<file path="src/rtl/icache_assoc.sv">
// Set-associative instruction cache: round-robin replacement, burst refill from the
// memory controller, one-set-per-cycle invalidate and free-running hit/miss counters.
module icache_assoc #(
    parameter int SETS  = 8,
    parameter int WAYS  = 2,
    parameter int WORDS = 2
) (
    input  logic        CLK,
    input  logic        RST,
    input  logic        imemREN,
    input  logic [31:0] imemaddr,
    output logic        ihit,
    output logic [31:0] imemload,
    input  logic        flush,
    output logic        flushed,
    output logic        iREN,
    output logic [31:0] iaddr,
    input  logic        iwait,
    input  logic [31:0] iload,
    output logic [31:0] hitcnt,
    output logic [31:0] misscnt
);
    localparam int WO = $clog2(WORDS);
    localparam int IX = $clog2(SETS);
    localparam int TW = 30 - WO - IX;
    localparam int CW = (WO > 0) ? WO : 1;
    localparam int PW = (WAYS > 1) ? $clog2(WAYS) : 1;

    typedef enum logic [1:0] {IDLE, FILL, INVAL} state_t;
    state_t state_q, state_d;

    logic [WAYS-1:0] valid_q [SETS];
    logic [TW-1:0]   tag_q   [SETS][WAYS];
    logic [31:0]     data_q  [SETS][WAYS][WORDS];
    logic [PW-1:0]   ptr_q   [SETS];

    logic [TW-1:0] ltag_q;
    logic [IX-1:0] lidx_q;
    logic [PW-1:0] victim_q;
    logic [CW-1:0] cnt_q;
    logic [IX-1:0] set_q;
    logic [31:0]   hitcnt_q;
    logic [31:0]   misscnt_q;
    logic          flushed_q;

    logic [TW-1:0] req_tag;
    logic [IX-1:0] req_idx;
    logic [CW-1:0] req_word;
    logic          unused_ok;

    assign req_tag   = imemaddr[31 -: TW];
    assign req_idx   = imemaddr[2+WO +: IX];
    assign unused_ok = ^imemaddr[1:0];

    generate
        if (WO > 0) begin : g_word
            assign req_word = imemaddr[2 +: WO];
        end else begin : g_noword
            assign req_word = '0;
        end
    endgenerate

    logic [WAYS-1:0] match;
    logic [WAYS-1:0] invalid;
    genvar gi;
    generate
        for (gi = 0; gi < WAYS; gi++) begin : g_way
            assign match[gi]   = valid_q[req_idx][gi] && (tag_q[req_idx][gi] == req_tag);
            assign invalid[gi] = !valid_q[req_idx][gi];
        end
    endgenerate

    logic          any_match;
    logic          any_invalid;
    logic [PW-1:0] hit_way;
    logic [PW-1:0] free_way;
    logic [PW-1:0] victim;

    // Descending scan so the lowest-numbered way wins.
    always_comb begin
        hit_way  = '0;
        free_way = '0;
        for (int w = WAYS - 1; w >= 0; w--) begin
            if (match[w])   hit_way  = PW'(w);
            if (invalid[w]) free_way = PW'(w);
        end
    end

    assign any_match   = |match;
    assign any_invalid = |invalid;
    assign victim      = any_invalid ? free_way : ptr_q[req_idx];

    logic miss_take;
    logic word_last;
    assign miss_take = (state_q == IDLE) && !flush && imemREN && !any_match;
    assign word_last = (cnt_q == CW'(WORDS - 1));

    always_ff @(posedge CLK) begin
        if (RST) begin
            state_q   <= IDLE;
            ltag_q    <= '0;
            lidx_q    <= '0;
            victim_q  <= '0;
            cnt_q     <= '0;
            set_q     <= '0;
            hitcnt_q  <= '0;
            misscnt_q <= '0;
            flushed_q <= 1'b0;
            for (int s = 0; s < SETS; s++) begin
                valid_q[s] <= '0;
                ptr_q[s]   <= '0;
            end
        end else begin
            state_q   <= state_d;
            flushed_q <= (state_q == INVAL) && (set_q == IX'(SETS - 1));
            case (state_q)
                IDLE: begin
                    if (ihit) hitcnt_q <= hitcnt_q + 32'd1;
                    if (flush) set_q <= '0;
                    if (miss_take) begin
                        ltag_q    <= req_tag;
                        lidx_q    <= req_idx;
                        victim_q  <= victim;
                        cnt_q     <= '0;
                        misscnt_q <= misscnt_q + 32'd1;
                        // Pointer only moves when a live block is evicted.
                        if (!any_invalid && WAYS > 1) ptr_q[req_idx] <= ptr_q[req_idx] + PW'(1);
                    end
                end
                FILL: begin
                    if (!iwait) begin
                        cnt_q <= cnt_q + CW'(1);
                        if (word_last) valid_q[lidx_q][victim_q] <= 1'b1;
                    end
                end
                INVAL: begin
                    valid_q[set_q] <= '0;
                    ptr_q[set_q]   <= '0;
                    set_q          <= set_q + IX'(1);
                end
                default: ;
            endcase
        end
    end

    always_ff @(posedge CLK) begin
        if (!RST && state_q == FILL && !iwait) begin
            data_q[lidx_q][victim_q][cnt_q] <= iload;
            if (word_last) tag_q[lidx_q][victim_q] <= ltag_q;
        end
    end

    always_comb begin
        state_d = state_q;
        case (state_q)
            IDLE: begin
                if (flush)          state_d = INVAL;
                else if (miss_take) state_d = FILL;
            end
            FILL:    if (!iwait && word_last) state_d = IDLE;
            INVAL:   if (set_q == IX'(SETS - 1)) state_d = IDLE;
            default: state_d = IDLE;
        endcase
    end

    always_comb begin
        ihit     = 1'b0;
        imemload = '0;
        iREN     = 1'b0;
        iaddr    = '0;
        case (state_q)
            IDLE: begin
                ihit = imemREN && !flush && any_match;
                if (ihit) imemload = data_q[req_idx][hit_way][req_word];
            end
            FILL: begin
                iREN  = 1'b1;
                iaddr = {ltag_q, lidx_q, {(WO + 2){1'b0}}} | (32'(cnt_q) << 2);
            end
            default: ;
        endcase
    end

    assign flushed = flushed_q;
    assign hitcnt  = hitcnt_q;
    assign misscnt = misscnt_q;
endmodule

</file>
<file path="config.mk">
export PLATFORM = sky130hd
export DESIGN_NAME = icache_assoc
export DESIGN_NICKNAME = d
export VERILOG_FILES = /design/src/rtl/icache_assoc.sv
export SDC_FILE = /design/constraint.sdc
export NUM_CORES = 1
export LEC_CHECK = 0
export CORE_MARGIN = 1
export CORE_UTILIZATION = 55
export DETAILED_ROUTE_END_ITERATION = 12
export PLACE_DENSITY = 0.83
export RECOVER_POWER = 100
export SYNTH_ARGS = -nofsm -noshare
export SYNTH_HDL_FRONTEND = slang
export SYNTH_SLANG_ARGS = --single-unit
</file>
<file path="constraint.sdc">
create_clock -name CLK -period 5.9 [get_ports CLK]
set_clock_uncertainty 0.05 [all_clocks]
set_input_delay 1.18 -clock CLK [delete_from_list [all_inputs] [get_ports CLK]]
set_output_delay 1.18 -clock CLK [all_outputs]
set_load 0.01 [all_outputs]
</file>
==> results.sh <==
export IMPL_status="finished, violations left"
export IMPL_violations="capacitance limit, slew limit, setup timing"
export IMPL_critPathKind="in2out"
export IMPL_synth_cell_types=64
export IMPL_vias=35000
export IMPL_clock_sinks=1565
export IMPL_rsz0062_at_grt="yes"
export IMPL_final_util_pct=66.0
export IMPL_globalplace_congestion=0.891
export IMPL_die_y_um=337
export IMPL_cp_max_fo=18
export IMPL_antenna_found_initial=10
export IMPL_postCtsHoldBufs=0
export IMPL_drt_iter0_drc=5295
export IMPL_final_max_slew_viol_count=726
export IMPL_num_fill_cells=6712
export IMPL_total_power_mw=23.1
export IMPL_rows=122
export IMPL_clk_latency_ps=770
export IMPL_htree_levels=4
export IMPL_drc=0
export IMPL_io_pins=200
export IMPL_cts_made_buffers=150
export IMPL_cap_violations=31
export IMPL_wirelength_um=177000
export IMPL_avgRoutedWirePerCell_um=34.4
export IMPL_fin_ws_ps=-249
export IMPL_synth_top_area_share_pct=71.1
export IMPL_hpwl_um=86300
export IMPL_synth_edff_count=1464
export IMPL_tightest_slew_ps=2720
export IMPL_synth_area_per_cell_um2=20.3
export IMPL_critPathMaxStageDelay_ps=350
export IMPL_grt_pass1_wl_um=248000
export IMPL_cts_tree="done"
export IMPL_place_ws_ps=-458
export IMPL_period_share_pct=104
export IMPL_clock_path_buffers=3
export IMPL_tns_ps=-4400
export IMPL_synth_area_leader_cell="edfxtp_1"
export IMPL_track_usage_pct=30.8
export IMPL_worst_hold_slack_ps=454
export IMPL_dr_pass1_iters=8
export IMPL_hold_class="reg2reg"
export IMPL_period_minus_slack_ps=6150
export IMPL_nNetsFinal=3599
export IMPL_yosysSeqAreaShare_pct=74.4
export IMPL_clkTransAtPathRegs_ps=70
export IMPL_synthArstFlopShare_pct=0
export IMPL_grt_pass1_vias=35400
export IMPL_die_w_um=337
export IMPL_maxSlewHeadroom_pct=-81.8
export IMPL_drive_gt1_share_pct=29.5
export IMPL_ys_ff_latch=1565
export IMPL_routed_via_density=6.81
export IMPL_start_util_pct=55.6
export IMPL_leakagePower_nw=24.2
export IMPL_synth_most_common_cell="edfxtp_1"
export IMPL_grt_overflow=0
export IMPL_crit_chain="buf_16 > buf_12 > buf_4 > bufbuf_16 > mux4_2 > mux2i_1 > xnor2_1 > nor4_1 > nand4_1 > nor4_4 > buf_4 > nand2b_4 > buf_12 > buf_12 > buf_4 > buf_6 > mux2i_4 > nor2_2 > buf_4 > buf_2"
export IMPL_synth_area_top_cells="edfxtp_1 (71%), mux4_2 (14%), dfxtp_1 (3.3%)"
export IMPL_crit_slowest_cell="mux4_2"
export IMPL_ys_top_cells_by_count="edfxtp_1 (1464), mux4_2 (392), nor2_1 (192), mux2i_1 (147), dfxtp_1 (101)"
export IMPL_pwr_density_cell_nw_per_um2=315
export IMPL_fp_dieArea_um2=114000
export IMPL_final_setup_viol_count=31
export IMPL_hold_viol=0
export IMPL_synth_warnings=0
export IMPL_max_freq_mhz=163
export IMPL_arrival_ps=4920
export IMPL_crit_path_frequent_cell="buf_4"
export IMPL_grt_max_degree=149
export IMPL_synth_cells=3045
export IMPL_ant_nets=0
export IMPL_crit_required_ps=4670
export IMPL_syn_to_final_growth_pct=18.7
export IMPL_synth_top_flop_cell="edfxtp_1"
export IMPL_io_buffers=195
export IMPL_worstSetupEndpointType="primary output"
export IMPL_startpoint_type="input port"
export IMPL_coreArea_um2=111000
export IMPL_peakVddDrop_v=0.000297
export IMPL_synth_cell_area_um2=61800
export IMPL_cts_root_buf="clkbuf_16"
-- cell usage in the layout, fill, tap and decap left out, types with 17 or more instances in the layout --
cell type / instances
mux2i_1: 117
clkinv_2: 17
edfxtp_1: 1464
mux2i_4: 17
clkinv_1: 28
clkbuf_2: 28
nand4_1: 20
a21o_1: 19
buf_12: 40
clkbuf_1: 41
nand2_1: 36
mux4_2: 392
clkdlybuf4s50_1: 45
dfxtp_1: 101
xnor2_1: 26
o21bai_1: 22
and2_1: 23
nor2_4: 22
nor3_1: 28
nor2_1: 163
nor4_1: 17
nor2b_1: 29
nand3_1: 28
a21oi_1: 34
dlygate4sd3_1: 112
mux2_2: 43
clkbuf_16: 153
inv_1: 33
buf_4: 191
-- metrics by stage --
| step | instances | instance area [um^2] |
|---|---|---|
| 2_1_floorplan | 3046 | 61800 |
| 3_3_place_gp | 4797 | 67500 |
| 3_5_place_dp | 4797 | 67500 |
| 4_1_cts | 5109 | 73300 |
| 5_1_grt | 5134 | 73400 |
| 6_report | 5139 | 73400 |
-- state kept, by name, indices dropped and copies added, names as in the netlist --
| name | flops |
|---|---|
| misscnt | 32 |
| tag_q | 416 |
| victim_q | 1 |
| hitcnt | 32 |
| state_q | 2 |
| lidx_q | 3 |
| data_q | 1024 |
| cnt_q | 1 |
| flushed | 1 |
| ltag_q | 26 |
| set_q | 3 |
| valid_q | 16 |
| ptr_q | 8 |
-- worst max-delay path: cells and delay by family --
kind | cells | cell delay (ps)
muxes | 3 | 950
and+or+nand+nor | 5 | 940
xor gates and xnor gates | 1 | 160
buffers and inverters | 11 | 1680
-- kinds of logic (layout without fill, tap and decap cells) --
logic type | count (synthesis) | in the layout | share of synthesized area [%]
DFF | 1565 | 1565 | 74.4
muxes | 589 | 589 | 17.6
and+or+nand+nor | 476 | 476 | 3.97
buffers and inverters | 192 | 789 | 1.42
AOI/OAI and AO/OA | 165 | 165 | 1.85
xor gates and xnor gates | 53 | 53 | 0.751
adders and majority gates | 4 | 4 | 0.0809
other | 1 | 10 | 0.00606
-- layout make-up --
type	count	area, um^2	share of cell area [%]
diodes	8	20.0	0.0273
clock buffers	188	3990	5.44
clock inverters	81	856	1.17
inverters	34	128	0.174
multi-input cells	1289	15800	21.5
flip-flops and latches	1565	46000	62.7
well taps	1488	1860	2.54
repair buffers	486	4740	6.46
-- power breakdown --
part / switching, mW / leakage [nW] / internal (mW) / total, mW
sequential: 0.0539 / 14.1 / 12.1 / 12.2
clock: 4.31 / 2.35 / 5.37 / 9.68
combinational: 0.673 / 7.82 / 0.574 / 1.25
total: 5.04 / 24.2 / 18.1 / 23.1
-- path summary, 6_finish.rpt --
kind | from | endpoint | slack, ps | depth (start not counted)
setup reg to reg | state_q[0]$_SDFFE_PP0P_ | data_q[5][16]$_DFFE_PP_ | 470 | 8
hold / removal | hitcnt[21]$_SDFFE_PP0P_ | hitcnt[21]$_SDFFE_PP0P_ | 450 | 2
setup / recovery | imemaddr[4] | imemload[7] | -250 | 20
hold reg to reg | hitcnt[21]$_SDFFE_PP0P_ | hitcnt[21]$_SDFFE_PP0P_ | 450 | 2
-- timing repair --
item                                    CTS  global route
gates cloned                              6             1
buffers inserted                         38            23
gates resized for setup                 186            57
hold endpoints to repair                  0             0
endpoints found under the setup margin   33            29
pin swaps                                14            23
-- layer usage --
layer	track usage (%)	up-vias	wire length, um
li1	-	13500	-
met5	0	-	41
met3	7.04	703	22600
met2	50.4	3142	85700
met1	39.1	17700	58100
met4	15.5	6	10200
Note: power is estimated with default switching activity, not from simulation.
